--- config.mk ---
export PLATFORM = sky130hd
export DESIGN_NAME = conv3x3_mac_requant
export DESIGN_NICKNAME = d
export VERILOG_FILES = /design/src/rtl/conv_pkg.sv /design/src/rtl/requant_relu_sat.sv /design/src/rtl/conv3x3_mac_requant.sv
export SDC_FILE = /design/constraint.sdc
export NUM_CORES = 2
export LEC_CHECK = 0
export BUFFER_PORTS_ARGS = -buffer_cell sky130_fd_sc_hd__buf_4
export CAP_MARGIN = 10
export CORE_MARGIN = 2
export CORE_UTILIZATION = 25
export CTS_CLUSTER_SIZE = 25
export DETAILED_ROUTE_END_ITERATION = 6
export GPL_TIMING_DRIVEN = 1
export PLACE_DENSITY = 0.44
export SLEW_MARGIN = 5
export SYNTH_ARGS = -nofsm -noshare
export SYNTH_HDL_FRONTEND = slang
export SYNTH_HIERARCHICAL = 1
export SYNTH_SLANG_ARGS = --single-unit
--- constraint.sdc ---
create_clock -name clk -period 11.25 [get_ports clk]
set_input_delay 1.6875 -clock clk [delete_from_list [all_inputs] [get_ports clk]]
set_output_delay 1.6875 -clock clk [all_outputs]
set_load 0.02 [all_outputs]
--- src/rtl/conv_pkg.sv ---
// ----------------------------------------------------------------------------
// conv_pkg
//   Shared constants and types for the convolution datapath blocks.
//   DATA_W   : pixel / weight width (signed)
//   BIAS_W   : bias width (signed)
//   ACC_W    : accumulator width (signed). The worst-case magnitude is
//              9*128*128 + 2^15, which fits in 19 bits; one guard bit added.
//   NUM_TAPS : number of taps in a 3x3 window
//   SAT_MAX / SAT_MIN : int8 saturation limits of the requantized output
//   conv_state_e : kernel load / run state of the MAC front end
// ----------------------------------------------------------------------------
package conv_pkg;

    localparam int DATA_W   = 8;
    localparam int BIAS_W   = 16;
    localparam int ACC_W    = 20;
    localparam int NUM_TAPS = 9;

    localparam int SAT_MAX  = 127;
    localparam int SAT_MIN  = -128;

    typedef enum logic {
        ST_LOAD = 1'b0,
        ST_RUN  = 1'b1
    } conv_state_e;

endpackage

--- src/rtl/requant_relu_sat.sv ---
// ----------------------------------------------------------------------------
// requant_relu_sat
//   Combinational requantization of a signed accumulator to a signed int8
//   pixel: optional ReLU, round-half-up arithmetic right shift, saturation.
//   Shared by the convolution, pointwise and pooling stages.
//
//   acc_in    in   ACC_W (s)   accumulator value
//   relu_en   in   1           1: negative accumulators become 0 first
//   shift_amt in   5           right shift, 0..19 (0 = no rounding, no shift)
//   pix_out   out  DATA_W (s)  saturated result in [SAT_MIN, SAT_MAX]
// ----------------------------------------------------------------------------
module requant_relu_sat
    import conv_pkg::*;
(
    input  logic signed [ACC_W-1:0]  acc_in,
    input  logic                     relu_en,
    input  logic        [4:0]        shift_amt,
    output logic signed [DATA_W-1:0] pix_out
);

    // One extra bit so adding the rounding constant can never wrap.
    localparam int EXT_W = ACC_W + 1;
    localparam logic signed [EXT_W-1:0] SAT_HI = EXT_W'(SAT_MAX);
    localparam logic signed [EXT_W-1:0] SAT_LO = EXT_W'(SAT_MIN);

    logic signed [EXT_W-1:0] relu_val;
    logic signed [EXT_W-1:0] rnd;
    logic signed [EXT_W-1:0] rounded;
    logic signed [EXT_W-1:0] shifted;

    always_comb begin
        relu_val = {acc_in[ACC_W-1], acc_in};
        if (relu_en && acc_in[ACC_W-1]) begin
            relu_val = '0;
        end

        // Half an output LSB, so the arithmetic shift rounds half up.
        rnd = '0;
        if (shift_amt != 5'd0) begin
            rnd = EXT_W'(1) << (shift_amt - 5'd1);
        end

        rounded = relu_val + rnd;
        shifted = rounded >>> shift_amt;

        if (shifted > SAT_HI) begin
            pix_out = DATA_W'(SAT_MAX);
        end else if (shifted < SAT_LO) begin
            pix_out = DATA_W'(SAT_MIN);
        end else begin
            pix_out = shifted[DATA_W-1:0];
        end
    end

endmodule

--- src/rtl/conv3x3_mac_requant.sv ---
// ----------------------------------------------------------------------------
// conv3x3_mac_requant
//   3x3 int8 convolution of one window per cycle against a streamed-in kernel,
//   followed by bias add and requantization to int8. Four register stages:
//   S1 products, S2 row sums, S3 total + bias, S4 requantized output.
//
//   clk, rst_n          clock (rising edge), asynchronous active-low reset
//   win0..win8    in    window pixels, row-major (win4 = centre)
//   win_valid     in    window present; taken only while kernel_rdy=1
//   wgt_start     in    restart kernel load (wins over wgt_valid)
//   wgt_valid     in    wgt_data carries the next coefficient k0..k8
//   wgt_data      in    coefficient
//   bias          in    quasi-static bias, used in S3
//   shift_amt     in    quasi-static requant shift, used in S4
//   relu_en       in    quasi-static ReLU enable, used in S4
//   kernel_rdy    out   kernel complete; windows are accepted
//   pix_out       out   output pixel, holds between strobes
//   pix_valid     out   one-cycle strobe per accepted window, 4 cycles later
//   drop_err      out   sticky: a window arrived while kernel_rdy=0
//
//   Handshake: no backpressure. A window is consumed exactly in the cycle
//   where win_valid=1 and kernel_rdy=1; otherwise it is dropped and flagged.
//   pix_valid is a pure strobe with no ready; the consumer must take it.
// ----------------------------------------------------------------------------
module conv3x3_mac_requant
    import conv_pkg::*;
(
    input  logic                     clk,
    input  logic                     rst_n,
    input  logic signed [DATA_W-1:0] win0,
    input  logic signed [DATA_W-1:0] win1,
    input  logic signed [DATA_W-1:0] win2,
    input  logic signed [DATA_W-1:0] win3,
    input  logic signed [DATA_W-1:0] win4,
    input  logic signed [DATA_W-1:0] win5,
    input  logic signed [DATA_W-1:0] win6,
    input  logic signed [DATA_W-1:0] win7,
    input  logic signed [DATA_W-1:0] win8,
    input  logic                     win_valid,
    input  logic                     wgt_start,
    input  logic                     wgt_valid,
    input  logic signed [DATA_W-1:0] wgt_data,
    input  logic signed [BIAS_W-1:0] bias,
    input  logic        [4:0]        shift_amt,
    input  logic                     relu_en,
    output logic                     kernel_rdy,
    output logic signed [DATA_W-1:0] pix_out,
    output logic                     pix_valid,
    output logic                     drop_err
);

    localparam int PROD_W = 2 * DATA_W;

    // Kernel load FSM and kernel storage
    conv_state_e              state_q, state_d;
    logic        [3:0]        wgt_cnt_q, wgt_cnt_d;
    logic signed [DATA_W-1:0] k_q [NUM_TAPS];
    logic signed [DATA_W-1:0] k_d [NUM_TAPS];
    logic                     kernel_rdy_q, kernel_rdy_d;
    logic                     drop_err_q, drop_err_d;

    // Pipeline
    logic signed [DATA_W-1:0] win_arr [NUM_TAPS];
    logic                     win_accept;
    logic signed [PROD_W-1:0] p_q [NUM_TAPS];
    logic signed [PROD_W-1:0] p_d [NUM_TAPS];
    logic signed [ACC_W-1:0]  r_q [3];
    logic signed [ACC_W-1:0]  r_d [3];
    logic signed [ACC_W-1:0]  acc_q, acc_d;
    logic                     v1_q, v1_d;
    logic                     v2_q, v2_d;
    logic                     v3_q, v3_d;
    logic signed [DATA_W-1:0] rq_pix;
    logic signed [DATA_W-1:0] pix_out_q, pix_out_d;
    logic                     pix_valid_q, pix_valid_d;

    always_comb begin
        win_arr = '{win0, win1, win2, win3, win4, win5, win6, win7, win8};
    end

    assign win_accept = win_valid && kernel_rdy_q;

    // ------------------------------------------------------------------
    // Kernel load FSM. The restart path also captures a coefficient that
    // arrives in the same cycle as k0, so a loader can stream without a gap.
    // ------------------------------------------------------------------
    always_comb begin
        state_d      = state_q;
        wgt_cnt_d    = wgt_cnt_q;
        k_d          = k_q;
        kernel_rdy_d = kernel_rdy_q;

        if (wgt_start) begin
            state_d      = ST_LOAD;
            kernel_rdy_d = 1'b0;
            wgt_cnt_d    = 4'd0;
            if (wgt_valid) begin
                k_d[0]    = wgt_data;
                wgt_cnt_d = 4'd1;
            end
        end else if (state_q == ST_LOAD && wgt_valid) begin
            for (int i = 0; i < NUM_TAPS; i++) begin
                if (wgt_cnt_q == 4'(i)) begin
                    k_d[i] = wgt_data;
                end
            end
            if (wgt_cnt_q == 4'(NUM_TAPS - 1)) begin
                state_d      = ST_RUN;
                kernel_rdy_d = 1'b1;
                wgt_cnt_d    = 4'd0;
            end else begin
                wgt_cnt_d = wgt_cnt_q + 4'd1;
            end
        end

        drop_err_d = drop_err_q || (win_valid && !kernel_rdy_q);
    end

    // ------------------------------------------------------------------
    // S1..S3 datapath. Products are formed from the kernel registers at S1,
    // so a reload afterwards cannot disturb windows already in flight.
    // ------------------------------------------------------------------
    always_comb begin
        for (int i = 0; i < NUM_TAPS; i++) begin
            p_d[i] = win_arr[i] * k_q[i];
        end
        for (int j = 0; j < 3; j++) begin
            r_d[j] = ACC_W'(p_q[3*j]) + ACC_W'(p_q[3*j+1]) + ACC_W'(p_q[3*j+2]);
        end
        acc_d = r_q[0] + r_q[1] + r_q[2] + ACC_W'(bias);

        v1_d        = win_accept;
        v2_d        = v1_q;
        v3_d        = v2_q;
        pix_valid_d = v3_q;
        pix_out_d   = v3_q ? rq_pix : pix_out_q;
    end

    requant_relu_sat u_requant (
        .acc_in    (acc_q),
        .relu_en   (relu_en),
        .shift_amt (shift_amt),
        .pix_out   (rq_pix)
    );

    always_ff @(posedge clk or negedge rst_n) begin
        if (!rst_n) begin
            state_q      <= ST_LOAD;
            wgt_cnt_q    <= 4'd0;
            kernel_rdy_q <= 1'b0;
            drop_err_q   <= 1'b0;
            for (int i = 0; i < NUM_TAPS; i++) begin
                k_q[i] <= '0;
                p_q[i] <= '0;
            end
            for (int j = 0; j < 3; j++) begin
                r_q[j] <= '0;
            end
            acc_q       <= '0;
            v1_q        <= 1'b0;
            v2_q        <= 1'b0;
            v3_q        <= 1'b0;
            pix_out_q   <= '0;
            pix_valid_q <= 1'b0;
        end else begin
            state_q      <= state_d;
            wgt_cnt_q    <= wgt_cnt_d;
            kernel_rdy_q <= kernel_rdy_d;
            drop_err_q   <= drop_err_d;
            k_q          <= k_d;
            p_q          <= p_d;
            r_q          <= r_d;
            acc_q        <= acc_d;
            v1_q         <= v1_d;
            v2_q         <= v2_d;
            v3_q         <= v3_d;
            pix_out_q    <= pix_out_d;
            pix_valid_q  <= pix_valid_d;
        end
    end

    assign kernel_rdy = kernel_rdy_q;
    assign pix_out    = pix_out_q;
    assign pix_valid  = pix_valid_q;
    assign drop_err   = drop_err_q;

endmodule
; ---- Yosys cells after proc, flatten, opt, wreduce, memory -nomap -nowiden
; Index checks and enable logic that the tools add are counted.
[word_totals]
reg_bits = 308
latchBits = 0
ramBits = 0
mem_bits_ro = 0
output_inout_bits = 11
elab_cells = 110
n_memories = 0
[classes]
add_sub_neg = 12
multipliers = 9
div = 0
order_cmp = 2
n_eq_ne = 9
shifts = 2
n_mux = 23
bitwise = 2
n_reduce_logical = 21
[ops]
columns = op, n
row1 = 8-bit by 8-bit multiplier with 16-bit output, 9
row2 = 8-bit two-way mux, 13
row3 = 72-bit two-way mux, 1
row4 = 17-bit by 16-bit adder with 18-bit output, 3
row5 = 16-bit by 16-bit adder with 17-bit output, 3
row6 = 21-bit two-way mux, 2
row7 = 3-bit AND reduction, 9
row8 = 21-bit adder, 1
row9 = "21-bit by 8-bit greater-than comparator with 1-bit output, second input constant", 1
row10 = "21-bit by 8-bit < comparator with 1-bit output, second input constant", 1
row11 = "1-bit by 5-bit left shift with 21-bit output, first input constant", 1
row12 = 21-bit by 5-bit >>> shifter with 21-bit output, 1
row13 = 19-bit by 18-bit adder with 20-bit output, 1
row14 = 20-bit by 16-bit adder with 20-bit output, 1
row15 = 18-bit by 18-bit adder with 19-bit output, 1
row16 = "4-bit by 3-bit == test with 1-bit output, second input constant", 4
row17 = 4-bit two-way mux, 3
row18 = "4-bit by 2-bit == test with 1-bit output, second input constant", 2
row19 = 2-bit nonzero test, 3
row20 = 5-bit nonzero test, 1
row21 = "5-bit by 1-bit subtractor with 5-bit output, second input constant", 1
row22 = "4-bit by 1-bit adder with 4-bit output, second input constant", 1
row23 = "4-bit by 1-bit == test with 1-bit output, second input constant", 1
row24 = "4-bit == test, second input constant", 1
row25 = other kinds (8), 15

; ---- Depth between registers and ports, before layout
[logic_depth]
word_depth = 8
depth_mapped = 21
ltp_nobuf = 19

; ---- Modules after synthesis
; Netlist, hierarchy kept.
[by_module_without_submodules]
columns = module, instances, cells_per_inst, area_each_um2, seq_area_each_um2
row1 = conv3x3_mac_requant, 1, 3462, 35678.0, 7707.4
row2 = requant_relu_sat, 1, 435, 2802.7, 0.0

; ---- Least setup slack after synthesis
; OpenSTA, ideal clock, no wires.
[synth_timing]
path_kind = input port to flip-flop
start = input port shift_amt[0]
end = register pix_out_q[0], in the netlist pix_out[0]
setup_time_ps = 125
t_arrival_ps = 6461
required_ps = 11125
path_slack_ps = 4664
path_stages = 21
n_path_buf = 3
path_cell_list = clkbuf_1 > clkbuf_1 > clkbuf_1 > nand2_1 > nor2_1 > ha_1 > inv_1 > fa_1 > and2b_1 > o2111ai_2 > a311o_1 > a211o_1 > a211oi_2 > inv_2 > mux2_2 > a221o_1 > a211o_1 > and4bb_1 > a41oi_2 > o21bai_1 > mux2_2
[synth_between]
elab_chain_cells = 8
word_cells_on_any_way = 10
cone_classes = add/sub: 2 / order compare: 2 / shift: 2 / mux: 3 / reduce/logical: 1
[synth_rtl]
columns = item, line
row1 = "start, declared", conv3x3_mac_requant.sv:44  ; input logic [4:0] shift_amt,
row2 = 5-bit by 1-bit subtractor with 5-bit output, requant_relu_sat.sv:40  ; rnd = EXT_W'(1) << (shift_amt - 5'd1);
row3 = 1-bit by 5-bit left shift with 21-bit output, requant_relu_sat.sv:40
row4 = 21-bit two-way mux, requant_relu_sat.sv:39  ; if (shift_amt != 5'd0) begin
row5 = 21-bit adder, requant_relu_sat.sv:43  ; rounded = relu_val + rnd;
row6 = 21-bit by 5-bit >>> shifter with 21-bit output (*), requant_relu_sat.sv:44  ; shifted = rounded >>> shift_amt;
row7 = 21-bit by 8-bit < comparator with 1-bit output, requant_relu_sat.sv:48  ; end else if (shifted < SAT_LO) begin
row8 = 8-bit two-way mux, requant_relu_sat.sv:48
row9 = 8-bit two-way mux (*), requant_relu_sat.sv:46  ; if (shifted > SAT_HI) begin
row10 = named net rq_pix[0], conv3x3_mac_requant.sv:73  ; logic signed [DATA_W-1:0] rq_pix;
row11 = "end signal, assigned", conv3x3_mac_requant.sv:177  ; pix_out_q <= pix_out_d;
row12 = "end, declared", conv3x3_mac_requant.sv:74  ; logic signed [DATA_W-1:0] pix_out_q, pix_out_d;
; Mark *: on every way through the listed nets, which the timed path passes. The rest lies on a longest branch.
; A chain may end at the register's enable or synchronous reset.

; ---- Final worst setup path
[layout_timing]
start = input port shift_amt[1]
end = register pix_out_q[3], in the netlist pix_out[3]
; Same word-level chain as after synthesis.

==> results by group <==
Routing
  • Residual DRC: 0
  • ANT nets after route: 0
  • Pre-antenna DRT Iters: 5
  • Initial drt markers: 1,077
  • Routed via count: 25,984
  • Total Wirelength: 98,400 µm
  • Wire per inst: 16.2 µm
  • Post-DR vias/cell: 4.27

Global route
  • Vias in the first global route: 27,959
  • Initial antenna violation count: 21
  • Grt ovf: 0
  • Global-route wire length before repair: 161,000 µm
  • GR Util All Layers: 13.0%
  • Pin count of the biggest net entering global routing: 72

Clocking
  • Total setup buffers inserted after CTS: 0
  • Deepest clock path buffer count: 3
  • CTS tree: built
  • Root buffer cell: clkbuf_16
  • CTS Hold Bufs: 0
  • H-tree depth: 2
  • Clock tree sinks: 308
  • Num CTS Buffers: 41
  • Clock-pin slew on the worst setup and hold paths: 0.06 ns
  • Skew-Pair Late Insertion Delay: 0.58 ns
  • Gates resized, CTS repair: 0

Pwr
  • Sw frac: 49.1%
  • Leakage: 0.0212 µW
  • Worst vdd ir: 0.000196 V
  • Clock share of power: 9.5%
  • Internal power: 7090 µW
  • P_sw: 6830 µW
  • P per Cell Area: 322 nW/µm²
  • Sequential share of power: 15.3%
  • Logic pwr share: 75.2%

Synth
  • Syn avg cell area: 9.87 µm²
  • Cells after synthesis: 3,897
  • Cell variety after synth: 85
  • Post-synthesis adder-cell area fraction: 41.8%
  • XOR/XNOR share of the synthesized area: 4.73%
  • Largest family of logic cells by synthesized area: adder cells
  • Main synth FF type: dfrtp_1
  • Largest area contributor in the netlist: fa_1
  • Yosys top cell area share: 30.4%
  • Post-synthesis mux area share: 3.01%
  • Compound-cell area share of the yosys netlist: 7.74%
  • Top post-synthesis cells by area: fa_1 30%, dfrtp_1 20%, ha_1 11%
  • Post-synth EDFFs: 0
  • Synth Area in Simple Gates: 14.6%
  • Syn nets: 4,940
  • Synthesis-stage register bit count: 308
  • Seq/Total Area, Yosys: 20.0%
  • FFs w/ async S/R, synth: 100%
  • Synthesized area: 38,500 µm²
  • Yosys warns: 6

Floorplanning
  • Die X: 396 µm
  • Die H: 396 µm
  • Die area: 157,000 µm²
  • Starting Density: 25.2%
  • Row Count: 143
  • IO Pins: 118
  • CORE AREA: 152,000 µm²

Critical path
  • WP data arrival: 7.49 ns
  • WS Path Type: in -> reg
  • Max FO, Critical Path: 26
  • Slowest cell on crit path: a211oi_2
  • CP endpoint kind: register
  • CP startpoint kind: input pin
  • WP data required: 11.72 ns
  • Crit path largest cell delay: 0.68 ns
  • Cell Chain, Critical Path: buf_4 -> inv_1 -> nor2_1 -> nand2_1 -> fa_1 -> and2b_1 -> o2111ai_2 -> a311o_1 -> a211o_1 -> a211oi_2 -> inv_2 -> mux2_2 -> a221o_1 -> a211o_1 -> and4bb_1 -> a41oi_2 -> o21bai_1 -> mux2_2

STA
  • Slew margin rel.: 25.8%
  • Final WS setup: 4.23 ns
  • Final setup fails: 0
  • Max-slew violation count: 0
  • Final worst path period need: 7.02 ns
  • WHS: 0.357 ns
  • Hold Vio Cnt, Final: 0
  • Final Cycle Share: 62.4%
  • Max Fclk: 143 MHz
  • Slew @ Worst Pin: 1.11 ns
  • Setup Skew: 0.0246 ns
  • RSZ-0062 raised after global routing: false
  • Setup_tns: 0 ns

Run
  • Max cap viols: 0

Layout
  • Share of cells above drive strength 1: 7.65%
  • P&R area growth vs syn: 12.2%
  • Fin area: 43,200 µm²
  • Final #Nets: 5,064

Min path
  • Worst Hold Class: reg -> reg

Placement
  • I/O Buffers: 117
  • Placed Area: 41,800 µm²
  • Post-DP HPWL: 82,500 µm
  • Worst slack, placed: 3.74 ns
  • Placer Congestion: 0.822

Outcome
  • Status: complete, no violations
-- metal layers --
metal	GRT usage, %	share of wire [%]	vias up
met5	0	0.15	-
met4	2.36	1.6	24
met3	2.35	4.5	115
met2	21.0	46	343
met1	18.4	48	13019
li1	-	-	12483
-- worst paths after layout --
kind	start	end	slack, ns	cells past startpoint
worst max-delay path	shift_amt[1]	pix_out[3]	4.23	18
worst min-delay path	v2_q	pix_valid_d	0.36	0
worst max register to register	acc_q[19]	pix_out[3]	5.27	18
worst min register to register	v2_q	pix_valid_d	0.36	0
max in group asynchronous	rst_n	p_q[110]	8.12	3
min in group asynchronous	rst_n	p_q[79]	1.03	1
-- cell type report --
| class | count | area, µm² |
|---|---|---|
| sequential | 308 | 7710 |
| tap | 2030 | 2540 |
| fill | 16292 | 109000 |
| antenna | 3 | 7.51 |
| clock buffer | 49 | 1110 |
| timing repair buffer | 121 | 916 |
| clock inverter | 26 | 273 |
| multi-input combinational | 2761 | 27700 |
| inverter | 788 | 2960 |
-- kinds of logic (layout without fill, tap and decap cells) --
group           after synthesis  count (layout)
simple gates               1068            1068
fa+ha+maj                   936             936
buf+inv                     828             984
compound gates              447             447
flops                       308             308
xor+xnor                    207             207
mux                         103             103
other cells                   0               3
-- through the flow --
step                      instances  power [µW]  util, %
final                          6086       13900     28.3
after global placement         6008       12700     27.4
after floorplan                3897       10100        -
after CTS                      6083       14200     28.3
after detailed placement       6008       12800     27.4
after global routing           6083       15800     28.3
-- state kept, by name (all words and copies together), names as in the netlist, 4 cells and up --
register and cells:
acc_q 20, k_q 72, r_q 54, p_q 144, pix_out 8, wgt_cnt_q 4
-- Yosys cell counts (8+ instances only) --
library cell	number
inv_1	785
fa_1	584
and2_1	399
ha_1	352
dfrtp_1	308
nand2_1	291
xnor2_1	168
nor2_1	132
a21oi_1	118
o21ai_0	96
nor2b_1	84
mux2_2	82
nor3_1	42
a21o_1	41
xor2_1	38
clkbuf_1	29
nand2b_1	25
nand3_1	25
o21a_1	22
mux2i_1	19
o211ai_1	19
o21bai_1	16
or3_1	16
a21boi_0	14
a211oi_1	12
or2_2	12
a31oi_1	10
o31ai_1	10
a41oi_1	9
a221oi_1	8
-- worst max-delay path: cells and delay by family --
family	cells	cell delay, ns
buf+inv	3	0.81
simple gates	4	1.25
fa+ha+maj	1	0.47
compound gates	8	2.61
mux	2	0.63
-- cell usage in the layout (no fill, tap or decap), types with 8 or more instances in the layout --
| cell type | n |
|---|---|
| a41oi_1 | 9 |
| o31ai_1 | 10 |
| and2_1 | 399 |
| nor2_1 | 132 |
| o21ai_0 | 96 |
| clkbuf_16 | 41 |
| a21boi_0 | 14 |
| or2_2 | 12 |
| o21a_1 | 22 |
| ha_1 | 352 |
| xor2_1 | 38 |
| nand2b_1 | 25 |
| a211oi_1 | 12 |
| xnor2_1 | 168 |
| a21o_1 | 41 |
| a221oi_1 | 8 |
| inv_1 | 785 |
| a21oi_1 | 118 |
| dfrtp_1 | 308 |
| or3_1 | 16 |
| fa_1 | 584 |
| buf_4 | 120 |
| nand2_1 | 291 |
| mux2i_1 | 19 |
| nor2b_1 | 84 |
| nor3_1 | 42 |
| nand3_1 | 25 |
| o21bai_1 | 16 |
| a31oi_1 | 10 |
| o211ai_1 | 19 |
| mux2_2 | 82 |
-- power by group through the flow --
stage / registers [µW] / clock network, µW / logic [µW]
2_1_floorplan: 1950 / 0 / 8140
3_3_place_gp: 2170 / 0 / 10600
3_5_place_dp: 2160 / 0 / 10600
4_1_cts: 2150 / 1380 / 10700
5_1_grt: 2200 / 1420 / 12200
6_report: 2130 / 1320 / 10500
Power figures use the tool's default switching activity.
